## config.mk

```make
export PLATFORM = sky130hd
export DESIGN_NAME = vending_machine_multi
export DESIGN_NICKNAME = d
export VERILOG_FILES = /design/src/rtl/vending_machine_multi.sv
export SDC_FILE = /design/constraint.sdc
export NUM_CORES = 1
export LEC_CHECK = 0
export ABC_AREA = 1
export CAP_MARGIN = 20
export CORE_ASPECT_RATIO = 1.2
export CORE_MARGIN = 4
export CORE_UTILIZATION = 50
export DETAILED_ROUTE_END_ITERATION = 8
export GPL_TIMING_DRIVEN = 0
export PLACE_DENSITY_LB_ADDON = 0.12
export SLEW_MARGIN = 10
export SYNTH_ARGS = -nofsm -noshare
export SYNTH_HDL_FRONTEND = slang
export SYNTH_SLANG_ARGS = --single-unit
```

## constraint.sdc

```tcl
create_clock -name clk -period 4.5 [get_ports clk]
set_input_delay 0.45 -clock clk [delete_from_list [all_inputs] [get_ports clk]]
set_output_delay 0.45 -clock clk [all_outputs]
set_load 0.01 [all_outputs]
```

## src/rtl/vending_machine_multi.sv

```systemverilog
// Multi-drink vending machine: coin collection, purchase, coin change.
// Ports: clk, rst (sync, active-high); coin_type, drink_sel, buy,
//   cancel in; vend, vend_id, change, coin_reject, buy_fail, credit,
//   busy out (all registered, credit/change in 50-won units).
module vending_machine_multi #(
    parameter int N_DRINK = 4,
    parameter int CREDIT_W = 4,
    parameter int MAX_CREDIT = 10,
    parameter logic [N_DRINK*CREDIT_W-1:0] PRICE_LIST =
        {4'd2, 4'd4, 4'd5, 4'd6},
    localparam int SEL_W = $clog2(N_DRINK)
) (
    input  logic                clk,
    input  logic                rst,
    input  logic [1:0]          coin_type,
    input  logic [SEL_W-1:0]    drink_sel,
    input  logic                buy,
    input  logic                cancel,
    output logic                vend,
    output logic [SEL_W-1:0]    vend_id,
    output logic [1:0]          change,
    output logic                coin_reject,
    output logic                buy_fail,
    output logic [CREDIT_W-1:0] credit,
    output logic                busy
);

    typedef enum logic [1:0] {
        COLLECT,
        VEND,
        CHANGE
    } state_t;

    state_t state, state_n;

    logic [CREDIT_W-1:0] residual, residual_n;
    logic [CREDIT_W-1:0] credit_n;
    logic                vend_n;
    logic [SEL_W-1:0]    vend_id_n;
    logic [1:0]          change_n;
    logic                reject_n;
    logic                fail_n;

    logic [CREDIT_W-1:0] price_tab [N_DRINK];
    logic [CREDIT_W-1:0] price;
    logic                sel_ok;
    logic [CREDIT_W:0]   coin_sum;

    // First coin of a refund drawn from credit (cancel path) and the
    // next coin drawn from residual (VEND/CHANGE path): 100 won first.
    logic [1:0]          cc_coin, rc_coin;
    logic [CREDIT_W-1:0] cc_rest, rc_rest;

    always_comb begin
        for (int i = 0; i < N_DRINK; i++) begin
            price_tab[i] = PRICE_LIST[i*CREDIT_W +: CREDIT_W];
        end
    end

    assign sel_ok = int'(drink_sel) < N_DRINK;
    assign price  = sel_ok ? price_tab[drink_sel] : '0;

    // coin_type 01/10 numerically equals its value in 50-won units.
    assign coin_sum = {1'b0, credit} + (CREDIT_W+1)'(coin_type);

    always_comb begin
        if (credit >= CREDIT_W'(2)) begin
            cc_coin = 2'b10;
            cc_rest = credit - CREDIT_W'(2);
        end else begin
            cc_coin = 2'b01;
            cc_rest = credit - CREDIT_W'(1);
        end
        if (residual >= CREDIT_W'(2)) begin
            rc_coin = 2'b10;
            rc_rest = residual - CREDIT_W'(2);
        end else begin
            rc_coin = 2'b01;
            rc_rest = residual - CREDIT_W'(1);
        end
    end

    always_comb begin
        state_n    = state;
        credit_n   = credit;
        residual_n = residual;
        vend_n     = 1'b0;
        vend_id_n  = '0;
        change_n   = 2'b00;
        reject_n   = 1'b0;
        fail_n     = 1'b0;
        unique case (state)
            COLLECT: begin
                if (cancel && credit != '0) begin
                    // First refund coin leaves on the cancel edge.
                    state_n    = CHANGE;
                    change_n   = cc_coin;
                    residual_n = cc_rest;
                    credit_n   = cc_rest;
                    reject_n   = coin_type != 2'b00;
                end else if (buy && sel_ok && credit >= price) begin
                    state_n    = VEND;
                    vend_n     = 1'b1;
                    vend_id_n  = drink_sel;
                    residual_n = credit - price;
                    credit_n   = credit - price;
                    reject_n   = coin_type != 2'b00;
                end else begin
                    // A refused buy still lets the coin through.
                    fail_n = buy;
                    if (coin_type == 2'b11) begin
                        reject_n = 1'b1;
                    end else if (coin_type != 2'b00) begin
                        if (coin_sum <= (CREDIT_W+1)'(MAX_CREDIT)) begin
                            credit_n = coin_sum[CREDIT_W-1:0];
                        end else begin
                            reject_n = 1'b1;
                        end
                    end
                end
            end
            VEND, CHANGE: begin
                reject_n = coin_type != 2'b00;
                if (residual == '0) begin
                    state_n  = COLLECT;
                    credit_n = '0;
                end else begin
                    state_n    = CHANGE;
                    change_n   = rc_coin;
                    residual_n = rc_rest;
                    credit_n   = rc_rest;
                end
            end
            default: begin
                state_n    = COLLECT;
                credit_n   = '0;
                residual_n = '0;
            end
        endcase
    end

    always_ff @(posedge clk) begin
        if (rst) begin
            state       <= COLLECT;
            credit      <= '0;
            residual    <= '0;
            vend        <= 1'b0;
            vend_id     <= '0;
            change      <= 2'b00;
            coin_reject <= 1'b0;
            buy_fail    <= 1'b0;
        end else begin
            state       <= state_n;
            credit      <= credit_n;
            residual    <= residual_n;
            vend        <= vend_n;
            vend_id     <= vend_id_n;
            change      <= change_n;
            coin_reject <= reject_n;
            buy_fail    <= fail_n;
        end
    end

    assign busy = state != COLLECT;

endmodule

```

# --- Word-level counts from Yosys, hierarchy flattened ---
# Cells that the tools add are included.
classes:
  addsub: 6
  order_cmp: 5
  eq_ne: 8
  n_mux: 32
  bitwise: 3
  n_reduce_logical: 13
ops:
  columns: ["operator", "count"]
  rows:
  - ["4-bit 2-to-1 mux", 13]
  - ["4-bit one-hot mux with 2 select lines", 2]
  - ["2-bit 2-to-1 mux", 7]
  - ["4-bit != test, second input constant", 3]
  - ["4-bit binary-select mux with 2-bit select", 1]
  - ["4-bit by 2-bit greater-or-equal comparator with 1-bit output, second input constant", 2]
  - ["2-bit one-hot mux with 2 select lines", 2]
  - ["4-bit OR reduction", 2]
  - ["4-bit by 1-bit subtractor with 4-bit output, second input constant", 2]
  - ["4-bit by 2-bit subtractor with 4-bit output, second input constant", 2]
  - ["1-bit 2-to-1 mux", 6]
  - ["4-bit by 2-bit adder with 5-bit output", 1]
  - ["5-bit by 4-bit <= comparator with 1-bit output, second input constant", 1]
  - ["2-bit == test, second input constant", 2]
  - ["4-bit greater-or-equal comparator", 1]
  - ["4-bit zero test", 1]
  - ["2-bit nonzero test", 2]
  - ["4-bit nonzero test", 1]
  - ["4-bit subtractor", 1]
  - ["3-bit greater-or-equal comparator, second input constant", 1]
  - ["3-bit != test, second input constant", 1]
  - ["2-bit inverter with 3-bit output", 1]
  - ["3-bit AND reduction", 1]
  - ["3-bit OR reduction", 1]
  - ["8 further kinds", 10]
word_totals:
  reg_bits: 17
  output_inout_bits: 12

# --- Longest topological paths before layout ---
logic_depth:
  depth_word: 9
  ltp_mapped: 15

# --- Worst setup path before layout ---
# OpenSTA, ideal clock, no wires.
synth_timing:
  path_type: "input to register"
  start: "in drink_sel[1]"
  end: "reg credit[0]"
  setup_time_ns: 0.070
  arrival_ns: 1.994
  required_ns: 4.430
  setup_slack_ns: 2.435
  path_stages: 13
  n_path_buf: 0
  cell_sequence: "inv_1 ha_1 ha_1 fa_1 inv_1 nand2_1 nand3_2 nand2_4 nand3_4 inv_4 a21oi_4 nand2_1 a21oi_1"
synth_via:
  elab_chain_cells: 9
synth_lines:
  columns: ["item", "line_no", "source"]
  rows:
  - ["start, declared", "16", "input logic [SEL_W-1:0] drink_sel,"]
  - ["2-bit inverter with 3-bit output (implied by the code) *", "61", "assign price = sel_ok ? price_tab[drink_sel] : '0;"]
  - ["4-bit binary-select mux with 2-bit select *", "61", null]
  - ["4-bit 2-to-1 mux (implied by the code) * (2 in series)", "61", null]
  - ["4-bit greater-or-equal comparator", "101", "end else if (buy && sel_ok && credit >= price) begin"]
  - ["1-bit logical AND", "101", null]
  - ["4-bit 2-to-1 mux", "101", null]
  - ["4-bit 2-to-1 mux", "94", "if (cancel && credit != '0) begin"]
  - ["4-bit one-hot mux with 2 select lines", "92", "unique case (state)"]
  - ["end signal, assigned", "154", "credit <= credit_n;"]
  - ["end, declared", "24", "output logic [CREDIT_W-1:0] credit,"]
# Every way passes the cells marked *; elsewhere a longest branch is shown, timed or not. The select of a mux whose other input is x is not followed.
# A chain may end at the register's enable or synchronous reset.

# --- Worst setup path in the final report ---
layout_timing:
  start: "in drink_sel[1]"
  end: "reg credit[3]"
# The elaborated chain is that of the path after synthesis.

==> impl_metrics.ini <==
[placed_design]
dp_hpwl_mm = 3.04
gp_congestion = 0.870
io_buffers = 19
place_area_um2 = 1770

[setup_path]
reg2reg_depth = 12
cp_max_fo = 7
cp-start-kind = input port
reg2reg_slack_ns = 2.19
worstReg2RegStart = credit[0]$_SDFFE_PP0P_
r2r_end = credit[3]$_SDFFE_PP0P_
cp_data_required_time_ns = 4.71
worstSetupEndpointType = flip-flop
worstSetupPathType = input port to flip-flop
crit_start = drink_sel[1]
cp_data_arrival_time_ns = 2.75

[synth]
synth_seq_cells = 17
synth_ff_type = dfxtp_1
syn_area_um2 = 1540
ys_types = 33
synth-edff-count = 0
yosysWarnings = 0
async_flop_share_pct = 0
synthCells = 214
avgSynthCellArea_um2 = 7.19
ys_seq_area_share_pct = 22.1
synth_fp_nets = 241

[detailed_routing]
drtAntennaViolNets = 0
vias_per_cell = 5.23
wire_per_inst_um = 13.2
drc_errors = 0
initialDrtViolationCount = 40
routed-via-count = 1416
wirelength_mm = 3.57
firstDrtPassIters = 4

[sta]
slew_violations = 0
hold_viol_final = 0
skew_ns = 0.00310
timing.final.crit_share_pct = 56.4
setup-tns-final_ns = 0
finalCriticalPeriod_ns = 2.54
setup_violations = 0
tightest_slew_ns = 0.434
relSlewSlack_pct = 71.1
whs_ns = 0.496
fmax_ghz = 0.394
rsz0062_at_grt = no

[pwr]
power.switching_mw = 0.633
power_mw = 1.22
clkPwrFrac_pct = 6.6
p_int_mw = 0.583
p_leak_nw = 0.886
switching_share_pct = 52.1
combinationalPowerShare_pct = 74.2
seqPwrFrac_pct = 19.2
power_density_nw_per_um2 = 677
ir_drop_uv = 463

[floorplanning]
die_height_um = 68.8
start_util_pct = 53.7
rows = 21
io_pins = 20
core_um2 = 2860
dieArea_um2 = 4030
die_w_um = 58.6

[finish]
drive_gt1_share_pct = 13.1
antennaDiodeCount = 0
final_nets = 265
fillers = 270
area_growth_pct = 16.9
fin_area_um2 = 1800

[clocking]
h-tree-depth = 1
cts_setup_buffers = 0
root_buffer = clkbuf_4
clk_latency_ns = 0.29
hold_buffers = 0
cts.sinks = 17
cts_resized = 0
ctsLongestPathBuffers = 2
cts_buffers = 3
cts_tree = built
clk_pin_slew_ns = 0.10

[global_routing]
antenna_found_initial = 0
grt_max_degree = 11
grt-ovfl-total = 0
grt_pass1_wl_mm = 6.29
grt_usage_pct = 20.2
grt_pass1_vias = 1483

[job]
max-cap-violations = 0

[worst_hold_path]
min_from = residual[2]$_SDFFE_PP0P_
hold-path-cell-count = 2
worstHoldEndpoint = residual[2]$_SDFFE_PP0P_
hold_path_class = flip-flop to flip-flop

[outcome]
status = completed
-- worst max-delay path, cell delays in order --
cell and delay, ns:
clkdlybuf4s50_1 0.47, inv_1 0.07, ha_1 0.19, ha_1 0.21, fa_1 0.41, inv_1 0.08, nand2_1 0.06, nand3_2 0.12
nand2_4 0.10, nand3_4 0.11, inv_4 0.06, a21oi_4 0.17, nand2_1 0.07, a21oi_1 0.18
-- state kept, by name, summed over array words and instances, names as in the netlist --
register	count
buy_fail	1
state	2
credit	4
vend	1
residual	4
change	2
vend_id	2
coin_reject	1
-- power groups by stage --
stage	clock network [mW]	registers, mW	logic, mW
after CTS	0.0832	0.235	0.909
final	0.0806	0.234	0.902
after floorplan	0	0.242	0.666
after global routing	0.0881	0.239	1.03
after global placement	0	0.235	0.885
after detailed placement	0	0.239	0.904
-- synth_stat cells (3+ instances only) --
cell type / instances / area (um^2)
a21oi_1: 14 / 70.1
dfxtp_1: 17 / 340
ha_1: 17 / 213
inv_1: 22 / 82.6
inv_2: 3 / 11.3
nand2_1: 65 / 244
nand3_1: 24 / 120
nand3_2: 4 / 40.0
nor2_1: 10 / 37.5
o21ai_0: 5 / 25.0
xor2_1: 4 / 35.0
-- how the worst max path moves through the flow --
| stage | end | depth (start not counted) | slack (ns) |
|---|---|---|---|
| CTS | credit[3]$_SDFFE_PP0P_ | 14 | 1.97 |
| detailed placement | credit[3]$_SDFFE_PP0P_ | 14 | 1.67 |
| finish | credit[3]$_SDFFE_PP0P_ | 14 | 1.96 |
| floorplan | credit[0]$_SDFFE_PP0P_ | 13 | 2.44 |
| global placement | credit[3]$_SDFFE_PP0P_ | 14 | 1.72 |
| global route | credit[3]$_SDFFE_PP0P_ | 16 | 1.81 |
-- layout by cell type (no fill, tap or decap), types with 2 or more instances in the layout --
cell             instances
nand2_4                  2
inv_2                    3
clkdlybuf4s50_1         19
xnor2_1                  2
xor2_1                   4
dfxtp_1                 17
nand3_2                  4
nand3_1                 24
nand3_4                  2
buf_6                    2
inv_1                   22
nor2_1                  10
fa_1                     2
nor2_4                   2
clkbuf_4                 3
nand2_1                 65
nand2_2                  2
ha_1                    17
o21ai_0                  5
a21oi_1                 14
-- kinds of logic after synthesis --
family | synth area share [%]
AND/OR/NAND/NOR | 37.3
buffers and inverters | 8.54
AO/OA/AOI/OAI | 11.1
adder cells (fa/ha/maj) | 16.4
flip-flops | 22.1
XOR/XNOR | 4.48
-- per-stage QoR --
stage | setup WS (ns) | instances | util (%)
2_1_floorplan | 2.44 | 214 | -
3_3_place_gp | 1.72 | 267 | 61.8
3_5_place_dp | 1.67 | 267 | 61.8
4_1_cts | 1.97 | 271 | 62.8
5_1_grt | 1.81 | 271 | 62.8
6_report | 1.96 | 271 | 62.8
-- cell type report --
type | instances | area [um^2] | share of cell area (%)
Clock buffer | 3 | 22.5 | 1.25
Sequential cell | 17 | 340 | 18.9
Timing Repair Buffer | 19 | 190 | 10.6
Clock inverter | 1 | 5.00 | 0.278
Tap cell | 34 | 42.5 | 2.37
Multi-Input combinational cell | 167 | 1070 | 59.3
Inverter | 26 | 100 | 5.57
Buffer | 4 | 31.3 | 1.74
-- routing by layer --
layer / vias to the layer above / part of all wire (%) / wire length, um / track usage [%]
met5: - / 0 / 0 / 0
met4: 0 / 1.5 / 53 / 5.95
met3: 8 / 4.3 / 153 / 4.66
met2: 24 / 53 / 1900 / 39.2
met1: 646 / 41 / 1460 / 21.6
li1: 738 / - / - / -
(Power assumes the default switching activity.)
